**config.mk**
```make
export PLATFORM = sky130hd
export DESIGN_NAME = sfx_event_scheduler
export DESIGN_NICKNAME = d
export VERILOG_FILES = /design/src/rtl/sfx_event_scheduler.sv
export SDC_FILE = /design/constraint.sdc
export NUM_CORES = 1
export LEC_CHECK = 0
export BUFFER_PORTS_ARGS = -buffer_cell sky130_fd_sc_hd__clkbuf_2
export CAP_MARGIN = 20
export CORE_MARGIN = 2
export CORE_UTILIZATION = 58
export CTS_BUF_LIST = sky130_fd_sc_hd__clkbuf_8
export CTS_CLUSTER_SIZE = 10
export DETAILED_ROUTE_END_ITERATION = 10
export HOLD_SLACK_MARGIN = 0.08
export PLACE_DENSITY = 0.82
export SETUP_SLACK_MARGIN = 0.4
export SKIP_LAST_GASP = 1
export SLEW_MARGIN = 20
export SYNTH_ARGS = -nofsm -noshare
export SYNTH_HDL_FRONTEND = slang
export SYNTH_SLANG_ARGS = --single-unit
```
**constraint.sdc**
```tcl
create_clock -name clk -period 3.45 [get_ports clk]
set_clock_uncertainty 0.2 [all_clocks]
set_input_delay 0.69 -clock clk [delete_from_list [all_inputs] [get_ports clk]]
set_output_delay 0.69 -clock clk [all_outputs]
set_load 0.05 [all_outputs]
```
**src/rtl/sfx_event_scheduler.sv**
```systemverilog
// Sound-effect sequencer: latches collision request edges, plays one frame-stepped effect at a time.
// Request-to-voice latency is two clocks from an idle start; higher-priority requests preempt immediately.
module sfx_event_scheduler #(
    parameter int SFX_FRAMES      = 8,
    parameter int COOLDOWN_FRAMES = 2
) (
    input  logic       clk,
    input  logic       rst_n,
    input  logic       frame_tick,
    input  logic       enable,
    input  logic [2:0] req,
    output logic       gate,
    output logic [1:0] sfx_id,
    output logic [3:0] step,
    output logic [7:0] note,
    output logic       done,
    output logic [2:0] pending
);

    localparam logic [1:0] ST_IDLE = 2'd0;
    localparam logic [1:0] ST_PLAY = 2'd1;
    localparam logic [1:0] ST_COOL = 2'd2;

    localparam logic [3:0] LAST_STEP = 4'(SFX_FRAMES - 1);
    localparam logic [3:0] CD_LAST   = 4'(COOLDOWN_FRAMES - 1);

    logic [1:0] state;
    logic [2:0] req_q;
    logic [3:0] cd_cnt;
    logic [2:0] set_vec;
    logic [2:0] grant_oh;
    logic [1:0] top_id;
    logic       do_grant;
    logic [7:0] step8;

    assign set_vec = (req & ~req_q) & {3{enable}};

    // Effect ids double as priority ranks, so preemption is a plain magnitude compare.
    always_comb begin
        top_id = 2'd0;
        if (pending[2])      top_id = 2'd3;
        else if (pending[1]) top_id = 2'd2;
        else if (pending[0]) top_id = 2'd1;
    end

    assign grant_oh = (top_id == 2'd0) ? 3'b000 : (3'b001 << (top_id - 2'd1));
    assign do_grant = ((state == ST_IDLE) && (top_id != 2'd0)) ||
                      ((state == ST_PLAY) && (top_id > sfx_id));

    always_ff @(posedge clk or negedge rst_n) begin
        if (!rst_n) begin
            state   <= ST_IDLE;
            req_q   <= 3'b000;
            cd_cnt  <= 4'd0;
            gate    <= 1'b0;
            sfx_id  <= 2'd0;
            step    <= 4'd0;
            done    <= 1'b0;
            pending <= 3'b000;
        end else begin
            req_q   <= req;
            done    <= 1'b0;
            // A rise on the bit being granted re-arms it: set wins over clear.
            pending <= (pending & ~(do_grant ? grant_oh : 3'b000)) | set_vec;
            if (do_grant) begin
                sfx_id <= top_id;
                step   <= 4'd0;
                gate   <= 1'b1;
                state  <= ST_PLAY;
            end else begin
                case (state)
                    ST_PLAY: begin
                        if (frame_tick) begin
                            if (step == LAST_STEP) begin
                                gate   <= 1'b0;
                                sfx_id <= 2'd0;
                                step   <= 4'd0;
                                done   <= 1'b1;
                                cd_cnt <= 4'd0;
                                state  <= (COOLDOWN_FRAMES == 0) ? ST_IDLE : ST_COOL;
                            end else begin
                                step <= step + 4'd1;
                            end
                        end
                    end
                    ST_COOL: begin
                        if (frame_tick) begin
                            if (cd_cnt == CD_LAST) state  <= ST_IDLE;
                            else                   cd_cnt <= cd_cnt + 4'd1;
                        end
                    end
                    default: state <= ST_IDLE;
                endcase
            end
        end
    end

    assign step8 = {4'b0000, step};

    always_comb begin
        note = 8'd0;
        case (sfx_id)
            2'd1:    note = 8'd60 + {2'b00, step, 2'b00};
            2'd2:    note = 8'd120 - (step8 * 8'd6);
            2'd3:    note = 8'd200 - (step8 * 8'd12);
            default: note = 8'd0;
        endcase
    end

endmodule

```
* Word-level counts from Yosys, hierarchy flattened *
Cells that the tools add are included.

word-level totals
  output and inout port bits = 19
  flip-flop bits (word level) = 20
  bits of input ports = 7

cells by class
  equal/unequal tests = 15
  bitwise operators = 7
  reduce and logical (&&, ||, !) cells = 14
  add/sub/neg operators = 6
  shifts and indexed selects = 1
  mux-type cells = 33
  $lt $le $gt $ge = 1
  multipliers = 2

operators with widths
  cell                                                                 count
  4-bit 2-to-1 mux                                                     8
  8-bit case mux with 3 select lines                                   1
  2-bit 2-to-1 mux                                                     11
  4-bit by 2-bit multiplier with 6-bit output (second input constant)  2
  2-bit nonzero test                                                   5
  3-bit AND                                                            3
  1-bit 2-to-1 mux                                                     9
  3-bit inequality test (second input constant)                        3
  4-bit by 1-bit adder with 4-bit output (second input constant)       2
  4-bit case mux with 2 select lines                                   1
  7-bit by 7-bit subtractor with 8-bit output (first input constant)   1
  8-bit subtractor (first input constant)                              1
  6-bit by 6-bit adder with 7-bit output (first input constant)        1
  2-bit == test (second input constant)                                3
  3-bit 2-to-1 mux                                                     2
  2-bit inequality test (second input constant)                        3
  3-bit inverter                                                       2
  6-bit AND reduction                                                  1
  2-bit by 1-bit == test with 1-bit output (second input constant)     2
  4-bit by 1-bit == test with 1-bit output (second input constant)     1
  4-bit by 3-bit == test with 1-bit output (second input constant)     1
  2-bit logical NOT                                                    2
  2-bit case mux with 2 select lines                                   1
  4-bit AND reduction                                                  1
  other kinds (11)                                                     12

* Logic depth before layout (Yosys ltp) *
  depth in word-level cells = 10
  gate-level depth with buffers = 8
  depth with buffers taken out = 8

* Worst setup path after synthesis *
OpenSTA, ideal clock, no wires.

  kind = flip-flop to output port
  from = reg step[1]
  to = out note[6]
  arrival time = 2935 ps
  buffers on the path = 0
  stages on the path, launching flop included = 7
  path slack = -375 ps
  path through = dfrtp_1 > ha_1 > fa_1 > o21ai_0 > nor4b_2 > xnor2_1 > o22ai_1

between the ends
  word-level cells in the longest chain between the ends = 3

ends and longest elaborated chain
  what                                                                             RTL line  text
  start: declaration                                                               14        output logic [3:0] step,
  start signal: assignment                                                         82        step <= step + 4'd1;
  4-bit by 2-bit multiplier with 6-bit output                                      104, 105
  8-bit subtractor or 7-bit by 7-bit subtractor with 8-bit output (tied branches)  105, 104
  8-bit case mux with 3 select lines (*)                                           102       case (sfx_id)
  end: declaration                                                                 15        output logic [7:0] note,

Every way passes the cells marked *; elsewhere a longest branch is shown, timed or not.

* Worst setup path after layout *
  from = reg step[1]
  to = out note[7]

Same word-level chain as after synthesis.

==> impl_metrics.yaml <==
synthesis:
  syn_nets: 186
  synth-seq-area-share: 0.342
  synth-compound-area-share: 0.182
  synthAdderAreaFrac: 0.142
  synth_warnings: 0
  synth_cells: 163
  ys_ff_latch: 20
  postSynth.asyncResetShare: 1.00
  yosys_most_used_dff: "dfrtp_1"
  synthSimpleGateAreaFrac: 0.218
  synthMuxAreaShare: 0.00684
  avgSynthCellArea_um2: 8.98
  synth_enable_flop_cells: 0
  synth_area_um2: 1460
  netlist-cell-type-count: 42
  synth_top_family_by_area: "simple AND/OR/NAND/NOR gates"
  synth_xor_area_frac: 0.0650
routing:
  wl_per_cell_um: 16.1
  viasPerCell: 6.02
  drtPass1Iterations: 4
  vias: 1343
  drt_wl_total_um: 3600
  antenna_violating_nets_post_route: 0
  post-route-drc-count: 0
  dr.first_iter.drc_count: 25
clock_network:
  insertion_delay_ps: 260
  cts_tree: "done"
  clk_pin_slew_ps: 70
  root_buffer: "clkbuf_8"
  hold_buffers: 0
  htreeDepth: 1
  clk_path_buf_depth: 2
  cts_made_buffers: 3
  clock-sinks: 20
setup_path:
  worst-setup-path-type: "flop to primary output"
  worst-path-buf-inv: 3
  critPathSlowestCell: "fa_2"
  end_kind: "primary output"
  crit_fanout: 5
  crit_chain: "buf_4 -> fa_2 -> buf_6 -> and3b_1 -> mux2i_1 -> nor4_1 -> o21a_2 -> clkbuf_8"
  cp.required_ps: 2560
  crit_family: "adder cells"
  cp_data_arrival_time_ps: 2520
  crit_path_start_kind: "flop"
  crit_path_max_incr_delay_ps: 600
floorplan:
  die_x_um: 54.2
  initial_core_util: 0.602
  die_h_um: 54.2
  dieArea_um2: 2940
  rows: 18
  core-area_um2: 2430
  io_pins: 26
cells_and_area:
  drive_gt1_frac: 0.347
  antennaDiodeCount: 0
  final_common_cell: "clkbuf_2"
  syn_to_final_growth_pct: 27.9
  nNetsFinal: 218
  nFillCells: 159
  mostFrequentLayoutCells: "clkbuf_2 (18), dfrtp_1 (16), a21oi_1 (14)"
timing:
  fin_hold_ws_ps: 182
  setup_violations: 0
  drv_slew: 0
  grt_setup_unrepaired: "yes"
  finalHoldViolations: 0
  fin_crit_sh: 0.988
  fmax_mhz: 293
  fin_crit_ps: 3410
global_route:
  grt_usage: 0.266
  grt_pass1_vias: 1233
  grt_overflow_total: 0
  grtUsageMet2: 0.506
  grtUsageMet3: 0.0191
  grt_busiest_layer: "met2"
  antenna_found_initial: 0
  grt_pass1_wl_um: 5610
  grt_max_degree: 21
  met1_usage: 0.306
flow_run:
  max_cap_viol_count: 0
place:
  dpl.hpwl_um: 2520
  io_buffers: 24
  globalplace.congestion: 0.772
outcome:
  run_status: "completed"
min_path:
  hold_class: "input pin to async pin"
## cell type report
class                   count  area [µm²]  share of cell area
clock buffers               3        41.3              0.0221
inverters                  11        41.3              0.0221
multi-input cells         128        1030               0.551
flip-flops and latches     20         508               0.271
well taps                  30        37.5              0.0201
repair buffers             31         211               0.113
## logic make-up (layout without fill, tap and decap cells)
family / count (synthesis) / in the layout
xor gates and xnor gates: 10 / 10
muxes: 1 / 1
and+or+nand+nor: 55 / 55
AOI/OAI and AO/OA: 45 / 45
buffers and inverters: 15 / 45
DFF: 20 / 20
adders and majority gates: 16 / 16
other: 1 / 1
## cell usage after synthesis, types with 3 or more instances
library cell  instances  area, µm²
a21oi_1              17       85.1
dfrtp_1              20        500
ha_1                 15        188
inv_1                11       41.3
nand2_1              10       37.5
nand2b_1              5       31.3
nand3_1               5       25.0
nor2_1               10       37.5
nor3_1                4       20.0
o21ai_0              12       60.1
o22ai_1               3       18.8
or3_1                 3       18.8
xnor2_1               7       61.3
## flip-flops by register name (all words and copies together), names as in the netlist
register / cells
done: 1
req_q: 3
cd_cnt: 4
sfx_id: 2
state: 2
gate: 1
pending: 3
step: 4
## routing by layer
layer / share of wire / wire length [µm]
met5: 0 / 0
met2: 0.54 / 1950
met4: 0.028 / 99
met3: 0.024 / 87
met1: 0.41 / 1460
## worst reg2reg max path, cell delays in order, from the launching register on
cell and delay (ps):
dfrtp_1 500, inv_1 220, ha_1 350, nand2b_1 80, a221o_2 210, nand4_4 150
or3_1 370, a21oi_1 150
## final timing paths
check                                from          to  slack [ps]  depth (start not counted)
min in group clk                 req_q[1]  pending[1]         220                          1
worst max register to register  sfx_id[1]   cd_cnt[3]        1150                          7
worst min register to register   req_q[1]  pending[1]         220                          1
worst min-delay path                rst_n        gate         180                          1
worst max-delay path              step[1]     note[7]          40                          8
max in group asynchronous           rst_n     step[1]        2500                          1
## metrics by stage
step	util	worst slack, ps	TNS, ps	std cells	area (µm²)
6_report	0.770	41.5	0	223	1870
4_1_cts	0.754	114	0	222	1830
5_1_grt	0.770	-12.9	-12.9	223	1870
3_3_place_gp	0.694	299	0	215	1690
3_5_place_dp	0.694	199	0	215	1690
2_1_floorplan	-	320	0	163	1540
## repair_timing
action | in CTS | in global routing
gates resized for setup | 16 | 12
setup endpoints to repair | 4 | 6
pin swaps | 6 | 1
setup buffers | 4 | 1
Power is not shown: default switching activity piles up to over one toggle a cycle in this logic, so the estimate is an artifact.
